`src/rtl/lsb_mem_port_if.sv`:
```
// LSB request/response handshake plus the byte-wide RAM/IO bus owned by lsb_mem_port.
interface lsb_mem_port_if;
    logic        req_valid;
    logic [2:0]  req_op;
    logic [6:0]  req_type;
    logic [31:0] req_addr;
    logic [31:0] req_wdata;

    logic        idle;
    logic        resp_valid;
    logic [6:0]  resp_type;
    logic [31:0] resp_data;

    logic        bus_busy;
    logic [7:0]  mem_din;
    logic [31:0] mem_a;
    logic [7:0]  mem_dout;
    logic        mem_wr;

    // LSB and memory environment side
    modport master (
        output req_valid, req_op, req_type, req_addr, req_wdata, mem_din,
        input  idle, resp_valid, resp_type, resp_data, bus_busy, mem_a, mem_dout, mem_wr
    );

    // Memory port side
    modport slave (
        input  req_valid, req_op, req_type, req_addr, req_wdata, mem_din,
        output idle, resp_valid, resp_type, resp_data, bus_busy, mem_a, mem_dout, mem_wr
    );
endinterface

```
`src/rtl/lsb_mem_port.sv`:
```
// Byte-serial load/store responder for the LSB: one request at a time on the 8-bit
// RAM/IO bus, one-cycle response with extended load data.
module lsb_mem_port #(
    parameter logic [6:0] LD_TYPE = 7'b0000011,
    parameter logic [6:0] S_TYPE  = 7'b0100011,
    parameter logic [1:0] IO_HI   = 2'b11
) (
    input  logic            clk,
    input  logic            rst,
    input  logic            rdy,
    input  logic            rob_clear,
    input  logic            io_buffer_full,
    lsb_mem_port_if.slave   bus
);

    typedef enum logic [1:0] {IDLE, LOAD, STORE} state_t;

    state_t      state;
    logic [2:0]  op_q;
    logic [31:0] addr_q;
    logic [31:0] wdata_q;
    logic [23:0] buf_q;
    logic [2:0]  k_q;
    logic        clr_q;

    logic        accept_c;
    logic        active_c;
    logic [2:0]  cur_op_c;
    logic [31:0] cur_addr_c;
    logic [31:0] cur_wdata_c;
    logic        cur_store_c;
    logic [2:0]  cur_k_c;
    logic [2:0]  n_c;
    logic        stall_c;
    logic [31:0] byte_addr_c;
    logic [7:0]  byte_data_c;
    logic [31:0] load_data_c;
    logic [1:0]  cap_idx_c;

    // k counts bus bytes issued; k==N is the trailing read-data cycle, k==N+1 completes.
    always_comb begin
        accept_c    = (state == IDLE) && bus.req_valid && !rob_clear &&
                      ((bus.req_type == LD_TYPE) || (bus.req_type == S_TYPE));
        active_c    = accept_c || (state != IDLE);
        cur_op_c    = accept_c ? bus.req_op    : op_q;
        cur_addr_c  = accept_c ? bus.req_addr  : addr_q;
        cur_wdata_c = accept_c ? bus.req_wdata : wdata_q;
        cur_store_c = accept_c ? (bus.req_type == S_TYPE) : (state == STORE);
        cur_k_c     = accept_c ? 3'd0 : k_q;

        case (cur_op_c[1:0])
            2'b00:   n_c = 3'd1;
            2'b01:   n_c = 3'd2;
            default: n_c = 3'd4;
        endcase

        stall_c     = cur_store_c && (cur_addr_c[17:16] == IO_HI) && io_buffer_full;
        byte_addr_c = cur_addr_c + 32'(cur_k_c);
        byte_data_c = cur_wdata_c[{cur_k_c[1:0], 3'b000} +: 8];
        cap_idx_c   = 2'(k_q - 3'd2);

        // Final byte arrives on mem_din in the completion cycle
        case (op_q[1:0])
            2'b00:   load_data_c = op_q[2] ? {24'd0, bus.mem_din}
                                           : {{24{bus.mem_din[7]}}, bus.mem_din};
            2'b01:   load_data_c = op_q[2] ? {16'd0, bus.mem_din, buf_q[7:0]}
                                           : {{16{bus.mem_din[7]}}, bus.mem_din, buf_q[7:0]};
            default: load_data_c = {bus.mem_din, buf_q};
        endcase
    end

    always_ff @(posedge clk) begin
        if (rst) begin
            state          <= IDLE;
            op_q           <= 3'd0;
            addr_q         <= 32'd0;
            wdata_q        <= 32'd0;
            buf_q          <= 24'd0;
            k_q            <= 3'd0;
            clr_q          <= 1'b0;
            bus.idle       <= 1'b1;
            bus.resp_valid <= 1'b0;
            bus.resp_type  <= 7'd0;
            bus.resp_data  <= 32'd0;
            bus.bus_busy   <= 1'b0;
            bus.mem_a      <= 32'd0;
            bus.mem_dout   <= 8'd0;
            bus.mem_wr     <= 1'b0;
        end else if (rdy) begin
            bus.resp_valid <= 1'b0;
            if (rob_clear && (state != STORE)) begin
                // Flush: loads abort, and any same-edge request is dropped
                state         <= IDLE;
                k_q           <= 3'd0;
                clr_q         <= 1'b0;
                bus.idle      <= 1'b1;
                bus.resp_type <= 7'd0;
                bus.resp_data <= 32'd0;
                bus.bus_busy  <= 1'b0;
                bus.mem_a     <= 32'd0;
                bus.mem_dout  <= 8'd0;
                bus.mem_wr    <= 1'b0;
            end else begin
                if (accept_c) begin
                    op_q          <= bus.req_op;
                    addr_q        <= bus.req_addr;
                    wdata_q       <= bus.req_wdata;
                    clr_q         <= 1'b0;
                    bus.resp_type <= bus.req_type;
                    bus.idle      <= 1'b0;
                    state         <= (bus.req_type == S_TYPE) ? STORE : LOAD;
                end

                // A flushed store keeps writing but loses its response
                if (rob_clear) begin
                    clr_q <= 1'b1;
                end

                if (active_c) begin
                    if (cur_k_c < n_c) begin
                        if (stall_c) begin
                            bus.bus_busy <= 1'b0;
                            bus.mem_wr   <= 1'b0;
                            k_q          <= cur_k_c;
                        end else begin
                            bus.mem_a    <= byte_addr_c;
                            bus.mem_wr   <= cur_store_c;
                            bus.bus_busy <= 1'b1;
                            k_q          <= cur_k_c + 3'd1;
                            if (cur_store_c) begin
                                bus.mem_dout <= byte_data_c;
                            end
                        end
                    end else if (cur_k_c == n_c) begin
                        bus.bus_busy <= 1'b0;
                        bus.mem_wr   <= 1'b0;
                        k_q          <= n_c + 3'd1;
                    end else begin
                        state        <= IDLE;
                        k_q          <= 3'd0;
                        clr_q        <= 1'b0;
                        bus.idle     <= 1'b1;
                        bus.bus_busy <= 1'b0;
                        bus.mem_wr   <= 1'b0;
                        if (!(clr_q || rob_clear)) begin
                            bus.resp_valid <= 1'b1;
                            bus.resp_data  <= (state == LOAD) ? load_data_c : 32'd0;
                        end
                    end

                    // Byte k-2 is on mem_din while k is in 2..N
                    if ((state == LOAD) && (k_q >= 3'd2) && (k_q <= n_c)) begin
                        case (cap_idx_c)
                            2'd0:    buf_q[7:0]   <= bus.mem_din;
                            2'd1:    buf_q[15:8]  <= bus.mem_din;
                            default: buf_q[23:16] <= bus.mem_din;
                        endcase
                    end
                end
            end
        end
    end

endmodule

```
`src/flat_wrapper.sv`:
```
// flat-port wrapper written by rule: the top's interface ports become plain ports
module lsb_mem_port_flat 
#(
    parameter logic [6:0] LD_TYPE = 7'b0000011,
    parameter logic [6:0] S_TYPE  = 7'b0100011,
    parameter logic [1:0] IO_HI   = 2'b11
)
  (clk, rst, rdy, rob_clear, io_buffer_full, bus_req_valid, bus_req_op, bus_req_type, bus_req_addr, bus_req_wdata, bus_mem_din, bus_idle, bus_resp_valid, bus_resp_type, bus_resp_data, bus_bus_busy, bus_mem_a, bus_mem_dout, bus_mem_wr);
  lsb_mem_port_if bus_i ();
  input  logic clk;
  input  logic rst;
  input  logic rdy;
  input  logic rob_clear;
  input  logic io_buffer_full;
  input wire logic [$bits(bus_i.req_valid)-1:0] bus_req_valid;
  input wire logic [$bits(bus_i.req_op)-1:0] bus_req_op;
  input wire logic [$bits(bus_i.req_type)-1:0] bus_req_type;
  input wire logic [$bits(bus_i.req_addr)-1:0] bus_req_addr;
  input wire logic [$bits(bus_i.req_wdata)-1:0] bus_req_wdata;
  input wire logic [$bits(bus_i.mem_din)-1:0] bus_mem_din;
  output wire logic [$bits(bus_i.idle)-1:0] bus_idle;
  output wire logic [$bits(bus_i.resp_valid)-1:0] bus_resp_valid;
  output wire logic [$bits(bus_i.resp_type)-1:0] bus_resp_type;
  output wire logic [$bits(bus_i.resp_data)-1:0] bus_resp_data;
  output wire logic [$bits(bus_i.bus_busy)-1:0] bus_bus_busy;
  output wire logic [$bits(bus_i.mem_a)-1:0] bus_mem_a;
  output wire logic [$bits(bus_i.mem_dout)-1:0] bus_mem_dout;
  output wire logic [$bits(bus_i.mem_wr)-1:0] bus_mem_wr;
  assign bus_i.req_valid = bus_req_valid;
  assign bus_i.req_op = bus_req_op;
  assign bus_i.req_type = bus_req_type;
  assign bus_i.req_addr = bus_req_addr;
  assign bus_i.req_wdata = bus_req_wdata;
  assign bus_i.mem_din = bus_mem_din;
  assign bus_idle = bus_i.idle;
  assign bus_resp_valid = bus_i.resp_valid;
  assign bus_resp_type = bus_i.resp_type;
  assign bus_resp_data = bus_i.resp_data;
  assign bus_bus_busy = bus_i.bus_busy;
  assign bus_mem_a = bus_i.mem_a;
  assign bus_mem_dout = bus_i.mem_dout;
  assign bus_mem_wr = bus_i.mem_wr;
  lsb_mem_port #(.LD_TYPE(LD_TYPE), .S_TYPE(S_TYPE), .IO_HI(IO_HI)) u_core (.clk(clk), .rst(rst), .rdy(rdy), .rob_clear(rob_clear), .io_buffer_full(io_buffer_full), .bus(bus_i));
endmodule
```
`config.mk`:
```
export PLATFORM = sky130hd
export DESIGN_NAME = lsb_mem_port_flat
export DESIGN_NICKNAME = d
export VERILOG_FILES = /design/src/rtl/lsb_mem_port_if.sv /design/src/rtl/lsb_mem_port.sv /design/src/flat_wrapper.sv
export SDC_FILE = /design/constraint.sdc
export NUM_CORES = 1
export LEC_CHECK = 0
export ABC_AREA = 1
export BUFFER_PORTS_ARGS = -buffer_cell sky130_fd_sc_hd__buf_2
export CORE_ASPECT_RATIO = 0.75
export CORE_MARGIN = 2
export CORE_UTILIZATION = 35
export DETAILED_ROUTE_END_ITERATION = 16
export GPL_TIMING_DRIVEN = 0
export SLEW_MARGIN = 20
export SYNTH_ARGS = -nofsm -noshare
export SYNTH_HDL_FRONTEND = slang
export SYNTH_SLANG_ARGS = --single-unit
```
`constraint.sdc`:
```
create_clock -name clk -period 3.88 [get_ports clk]
set_input_delay 0.582 -clock clk [delete_from_list [all_inputs] [get_ports clk]]
set_output_delay 0.582 -clock clk [all_outputs]
set_load 0.05 [all_outputs]
```
Word-level counts from Yosys, hierarchy flattened. Index checks and enable logic that the tools add are counted. Widths: inputs -> output; s select.

$add $sub $neg: 4. Magnitude comparators: 3. Eq/ne operators: 14. Shift operators: 1. Multiplexer cells: 61. Bitwise gates (word level): 2. Reduce and logical (&&, ||, !) cells: 32.

Operators with widths (number): $mux 32 (14); $pmux 32 s2 (1); $mux 8 (5); $add 32x3->32 (1); $shiftx 32x6->8 (1); $mux 1 (25); $reduce_and 5->1 (5); $mux 3 (6); $mux 2 (7); $mux 7 (2); $reduce_bool 2->1 (5); $eq 2x1->1 const B (4); $logic_and 1x1->1 (8); $logic_not 2->1 (4); $eq 7x2->1 const B (1); $eq 7x6->1 const B (1); $add 3x1->3 const B (2); $ne 2x1->1 const B (3); $pmux 3 s2 (1); $reduce_and 2->1 (3); $eq 2x2->1 const B (2); $ne 2x2->1 const B (2); $reduce_and 4->1 (1); $eq 3x3->1 (1); other kinds (9) (12).

Register bits after elaboration: 180. Bits of input ports: 88. Output and inout port bits: 83. Word-level logic and storage cells: 135.

Logic depth before layout (Yosys ltp).
Word-level depth: 12. Gate-level depth with buffers: 23. Gate-level depth less buffers: 19.

Least setup slack after synthesis. No wires, ideal clock.

Path kind: input port to flip-flop. Start: input bus_req_type[3]. End: register u_core.bus.mem_a[15]. Library setup time: 0.132 ns. Data arrival time: 3.129 ns. Data required time: 3.748 ns. Setup slack: 0.619 ns. Stages: 19. Buffers on the path: 5. Cells stage by stage: nor2_1 -> nand3_2 -> nor2_4 -> buf_12 -> buf_12 -> buf_6 -> buf_2 -> buf_1 -> o21ai_0 -> ha_1 -> nand4_1 -> nand2_1 -> inv_1 -> nand2_1 -> nand2_1 -> nor2_2 -> or2_2 -> nand3_1 -> a21oi_1.

Cells in the longest elaborated chain, start to end: 9. Elaborated cells between the ends (all ways): 25.

RTL lines: start: declaration (RTL line flat_wrapper.sv:17) `input wire logic [$bits(bus_i.req_type)-1:0] bus_req_type;`; $eq 7x2->1 / $eq 7x6->1 (equally long branches) (RTL line lsb_mem_port.sv:43) `((bus.req_type == LD_TYPE) || (bus.req_type == S_TYPE));`; $logic_or 1x1->1 (*) (RTL line lsb_mem_port.sv:43); $logic_and 1x1->1 (*) (RTL line lsb_mem_port.sv:42) `accept_c = (state == IDLE) && bus.req_valid && !rob_clear &&`; $mux 32 (*); net u_core.cur_addr_c[2] (RTL line lsb_mem_port.sv:29) `logic [31:0] cur_addr_c;`; $add 32x3->32 (*) (RTL line lsb_mem_port.sv:58) `byte_addr_c = cur_addr_c + 32'(cur_k_c);`; $mux 32 (*) (RTL line lsb_mem_port.sv:121) `if (stall_c) begin`; $mux 32 (*) (RTL line lsb_mem_port.sv:120) `if (cur_k_c < n_c) begin`; $mux 32 (*) (RTL line lsb_mem_port.sv:119) `if (active_c) begin`; $mux 32 (*) (RTL line lsb_mem_port.sv:91) `if (rob_clear && (state != STORE)) begin`; end signal: assignment (RTL line lsb_mem_port.sv:126) `bus.mem_a <= byte_addr_c;`; end: declaration (RTL line lsb_mem_port_if.sv:29) `output idle, resp_valid, resp_type, resp_data, bus_busy, mem_a, mem_dout, mem_wr`.

The timed path passes the listed nets; every way through them passes the cells marked *. The select of a mux whose other input is x is not followed. A chain may end at the register's enable or synchronous reset.

Final worst setup path.
Start: register u_core.state[1]. End: register u_core.bus.mem_a[10].

Cells in the longest elaborated chain, start to end: 10. Elaborated cells between the ends (all ways): 29.

RTL lines: start: declaration (RTL line lsb_mem_port.sv:18) `state_t state;`; start signal: assignment (RTL line lsb_mem_port.sv:111) `state <= (bus.req_type == S_TYPE) ? STORE : LOAD;`; $logic_not 2->1 (RTL line lsb_mem_port.sv:42); $logic_and 1x1->1 (3 in series) (RTL line lsb_mem_port.sv:42); $mux 32 (tied with other cells); $add 32x3->32 (tied with other cells) (RTL line lsb_mem_port.sv:58); $mux 32 (tied with other cells) (RTL line lsb_mem_port.sv:121); $mux 32 (tied with other cells) (RTL line lsb_mem_port.sv:120); $mux 32 (tied with other cells) (RTL line lsb_mem_port.sv:119); $mux 32 / $reduce_and 4->1 (equally long branches).

Parallel ways exist; a longest one is shown, timed or not. The select of a mux whose other input is x is not followed.

==> impl_metrics.toml <==
[pwr]
p_leak_uw = 0.004747
power.ir.vdd_worst_uv = 323.5
total_power_uw = 3902
power.density_cell_area_nw_per_um2 = 357.3

[min_path]
timing.hold.worst_endpoint = "u_core.wdata_q[26]"
whs_path_depth = 3
path_class_of_the_lowest_slack_min_delay_path = "input pin to register"
hp-start = "bus_req_wdata[26]"

[synth]
synth_area_leaders = "dfxtp_1 (40%), nand2_1 (13%), a21oi_1 (8.1%), nor2_1 (8.0%), o21ai_0 (7.4%)"
synth_edf_count = 0
dominantRegCellSynth = "dfxtp_1"
post_synth_fa_ha_maj_area_fraction = 0.008266
simple_gate_share_of_the_synthesized_area = 0.3075
synth_cell_types = 39
synth_top_family_by_area = "simple AND/OR/NAND/NOR gates"
yosys.area.top_type_share = 0.3967
synth-compound-area-share = 0.1876
yosysWarningCount = 0
synth.net_count = 1462
synth_seq_area_share = 0.3967
postSynthCellCount = 1368
syn_area_per_cell_um2 = 6.639
postSynthRegisterBits = 180
post-synth-top-area-cell = "dfxtp_1"
synth_xor_area_frac = 0.0009643
synth_async_sr_flop_share = 0
muxShareOfSynthArea = 0.008817
ys_top_cells_by_count = "nand2_1 (315), nor2_1 (194), dfxtp_1 (180)"
synthesis.area_um2 = 9082
post-synth-top-count-cell = "nand2_1"

[timing]
worstMarginPinSlew_ps = 1133
grt_setup_unrepaired = "no"
timing.slew.headroom = 0.2447
timing.final.crit_period_ps = 3402
setup_viol = 0
finalHoldViolCount = 0
maxSlewViolCount = 0
worst_hold_slack_ps = 364.2
max_freq_mhz = 294.0
post-route-worst-setup-slack_ps = 478.1
clock_skew_ps = 15.85
final_min_period_over_clock_period = 0.8768

[run]
max_cap_viol_count = 0

[detailed_routing]
route.detailed.wl_per_inst_um = 17.04
detail-route-antenna-nets = 0
number_of_drc_markers_after_the_initial_detailed_route_iteration = 1056
num_vias = 9687
totalWireLength_um = 32610
vias_per_cell = 5.061
drc = 0
first_pass_iters = 5

[setup_path]
crit_required_ps = 4260
ff2ff_setup_slack_ps = 480
worst_r2r_path_depth = 16
critical_path_data_arrival_time_ps = 3780
critical_path_class = "register to register"
critical_path_peak_fanout = 28
end_of_the_worst_register_to_register_path = "u_core.bus.mem_a[10]"
endpoint_kind = "register"
r2r_start = "u_core.state[1]"
worst_setup_path_start_kind = "register"

[grt]
grt_pass1_wl_um = 49060
largest_net_degree_at_the_start_of_global_routing = 20
grtUsageTotal = 0.2382
initial_antenna_violation_count = 2
vias_in_the_first_global_route = 8595
grt.overflow.total = 0

[clocking]
postCtsHoldBufs = 0
clk_latency_ps = 450
clk_pin_slew_ps = 70
inserted_clock_buffers = 17
clock-sinks = 180
htreeDepth = 4
post-cts-setup-buffers = 0
cts-resized-gates = 0
cts_root_buf = "clkbuf_16"
clock_tree.buffer_depth = 2
cts_tree = "yes"

[layout]
final_net_count = 1648
final_layout_size_suffix_gt1_frac = 0.1806
flow.area_growth_from_synthesis_pct = 20.25
core_utilization_of_the_finished_layout = 0.4247

[floorplanning]
fp.dieW_um = 190.0
die_h_um = 143.5
number_of_primary_i_o_pins = 171
row_count = 51
core_area_um2 = 25720
initial_core_util = 0.3532
die_area_um2 = 27270

[run_status]
status = "complete, no violations"

[placed_design]
placement.setup.worst_slack_ps = -405.6
port-buffer-count = 169
hpwlAfterDp_um = 25270
place.gp.congestion = 0.9254
critical path, cell delays in order, from the launching register on:
cell     delay [ps]
dfxtp_1         350
nor2_2          220
nand3_2         140
nor2_4          260
buf_12          190
buf_12          130
buf_6           230
nor2_1          150
ha_1            340
nand3_1         100
nand2_1          60
inv_2            90
nand4_1         220
inv_1           250
buf_4           240
nand3_1         200
a21oi_1         170
per-layer routing:
layer / GRT usage / routed length, µm / part of all wire
met5: 0 / 0 / 0
met1: 0.3658 / 16620 / 0.51
met2: 0.3233 / 12610 / 0.39
met3: 0.06227 / 2980 / 0.091
met4: 0.05875 / 396 / 0.012
power by group:
part           leakage [µW]  switching (µW)  internal, µW
combinational       0.00302             246          84.8
clock              0.000275             807           882
sequential          0.00146            10.7          1870
how the worst max path moves through the flow:
stage	start	endpoint	slack, ps	cells past startpoint
6_report	u_core.state[1]	u_core.bus.mem_a[10]	480	16
4_1_cts	u_core.state[1]	u_core.bus.mem_a[22]	220	20
5_1_grt	u_core.state[1]	u_core.bus.mem_a[16]	160	17
3_5_place_dp	bus_req_type[3]	u_core.bus.mem_a[22]	-410	20
3_3_place_gp	bus_req_type[3]	u_core.bus.mem_a[16]	-450	20
2_1_floorplan	bus_req_type[3]	u_core.bus.mem_a[15]	620	19
final cells by class:
type | instances | area [µm²]
Clock inverter | 12 | 97.59
Timing Repair Buffer | 169 | 845.8
Fill cell | 2751 | 14790
Buffer | 68 | 344.1
Antenna cell | 3 | 7.507
Multi-Input combinational cell | 994 | 4661
Sequential cell | 180 | 3603
Clock buffer | 20 | 466.7
Inverter | 124 | 465.4
Tap cell | 344 | 430.4
placed cells by master, fill, tap and decap left out, types with 3 or more instances in the layout:
cell type  synthesis  layout
nand2_1          315     315
a21oi_1          147     147
o21ai_1            3       3
nor2_4             3       3
o21ai_0          135     135
inv_1            113     113
a221o_1            4       4
nand4_1           10      10
clkbuf_1          47      47
nand3_1           94      94
nor3_1             4       4
clkinv_4           0       5
dfxtp_1          180     180
ha_1               6       6
nand3_2            4       4
nand2_2           12      12
buf_2             13     181
a221oi_1           5       5
diode_2            0       3
o21ai_2           12      12
clkbuf_16          0      17
nand3b_1           3       3
or2_2              3       3
buf_4              4       4
nor2_1           194     194
inv_2              9       9
clkbuf_8           0       3
nor2_2            15      15
o211ai_1           4       4
mux2i_1            8       8
through the flow:
step	TNS (ps)	cells	instance area, µm²
2_1_floorplan	0	1368	9082
3_3_place_gp	-8471	1881	10360
3_5_place_dp	-7387	1881	10360
4_1_cts	0	1912	10920
5_1_grt	0	1912	10920
6_report	0	1914	10920
registers in the layout, indices dropped and copies added, names as in the netlist:
register and cells:
u_core.addr_q 32, u_core.bus.mem_a 32, u_core.bus.resp_data 32, u_core.wdata_q 32, u_core.buf_q 24, u_core.bus.mem_dout 8, u_core.bus.resp_type 7, u_core.k_q 3
u_core.op_q 3, u_core.state 2, u_core.bus.bus_busy 1, u_core.bus.idle 1, u_core.bus.mem_wr 1, u_core.bus.resp_valid 1, u_core.clr_q 1
cell families (layout without fill, tap and decap cells):
kind of cell | count (synthesis) | after routing
AO/OA/AOI/OAI | 318 | 318
AND/OR/NAND/NOR | 661 | 661
buffers and inverters | 194 | 393
adder cells (fa/ha/maj) | 6 | 6
XOR/XNOR | 1 | 1
multiplexers | 8 | 8
flip-flops | 180 | 180
other | 0 | 3
Power figures use the tool's default switching activity.
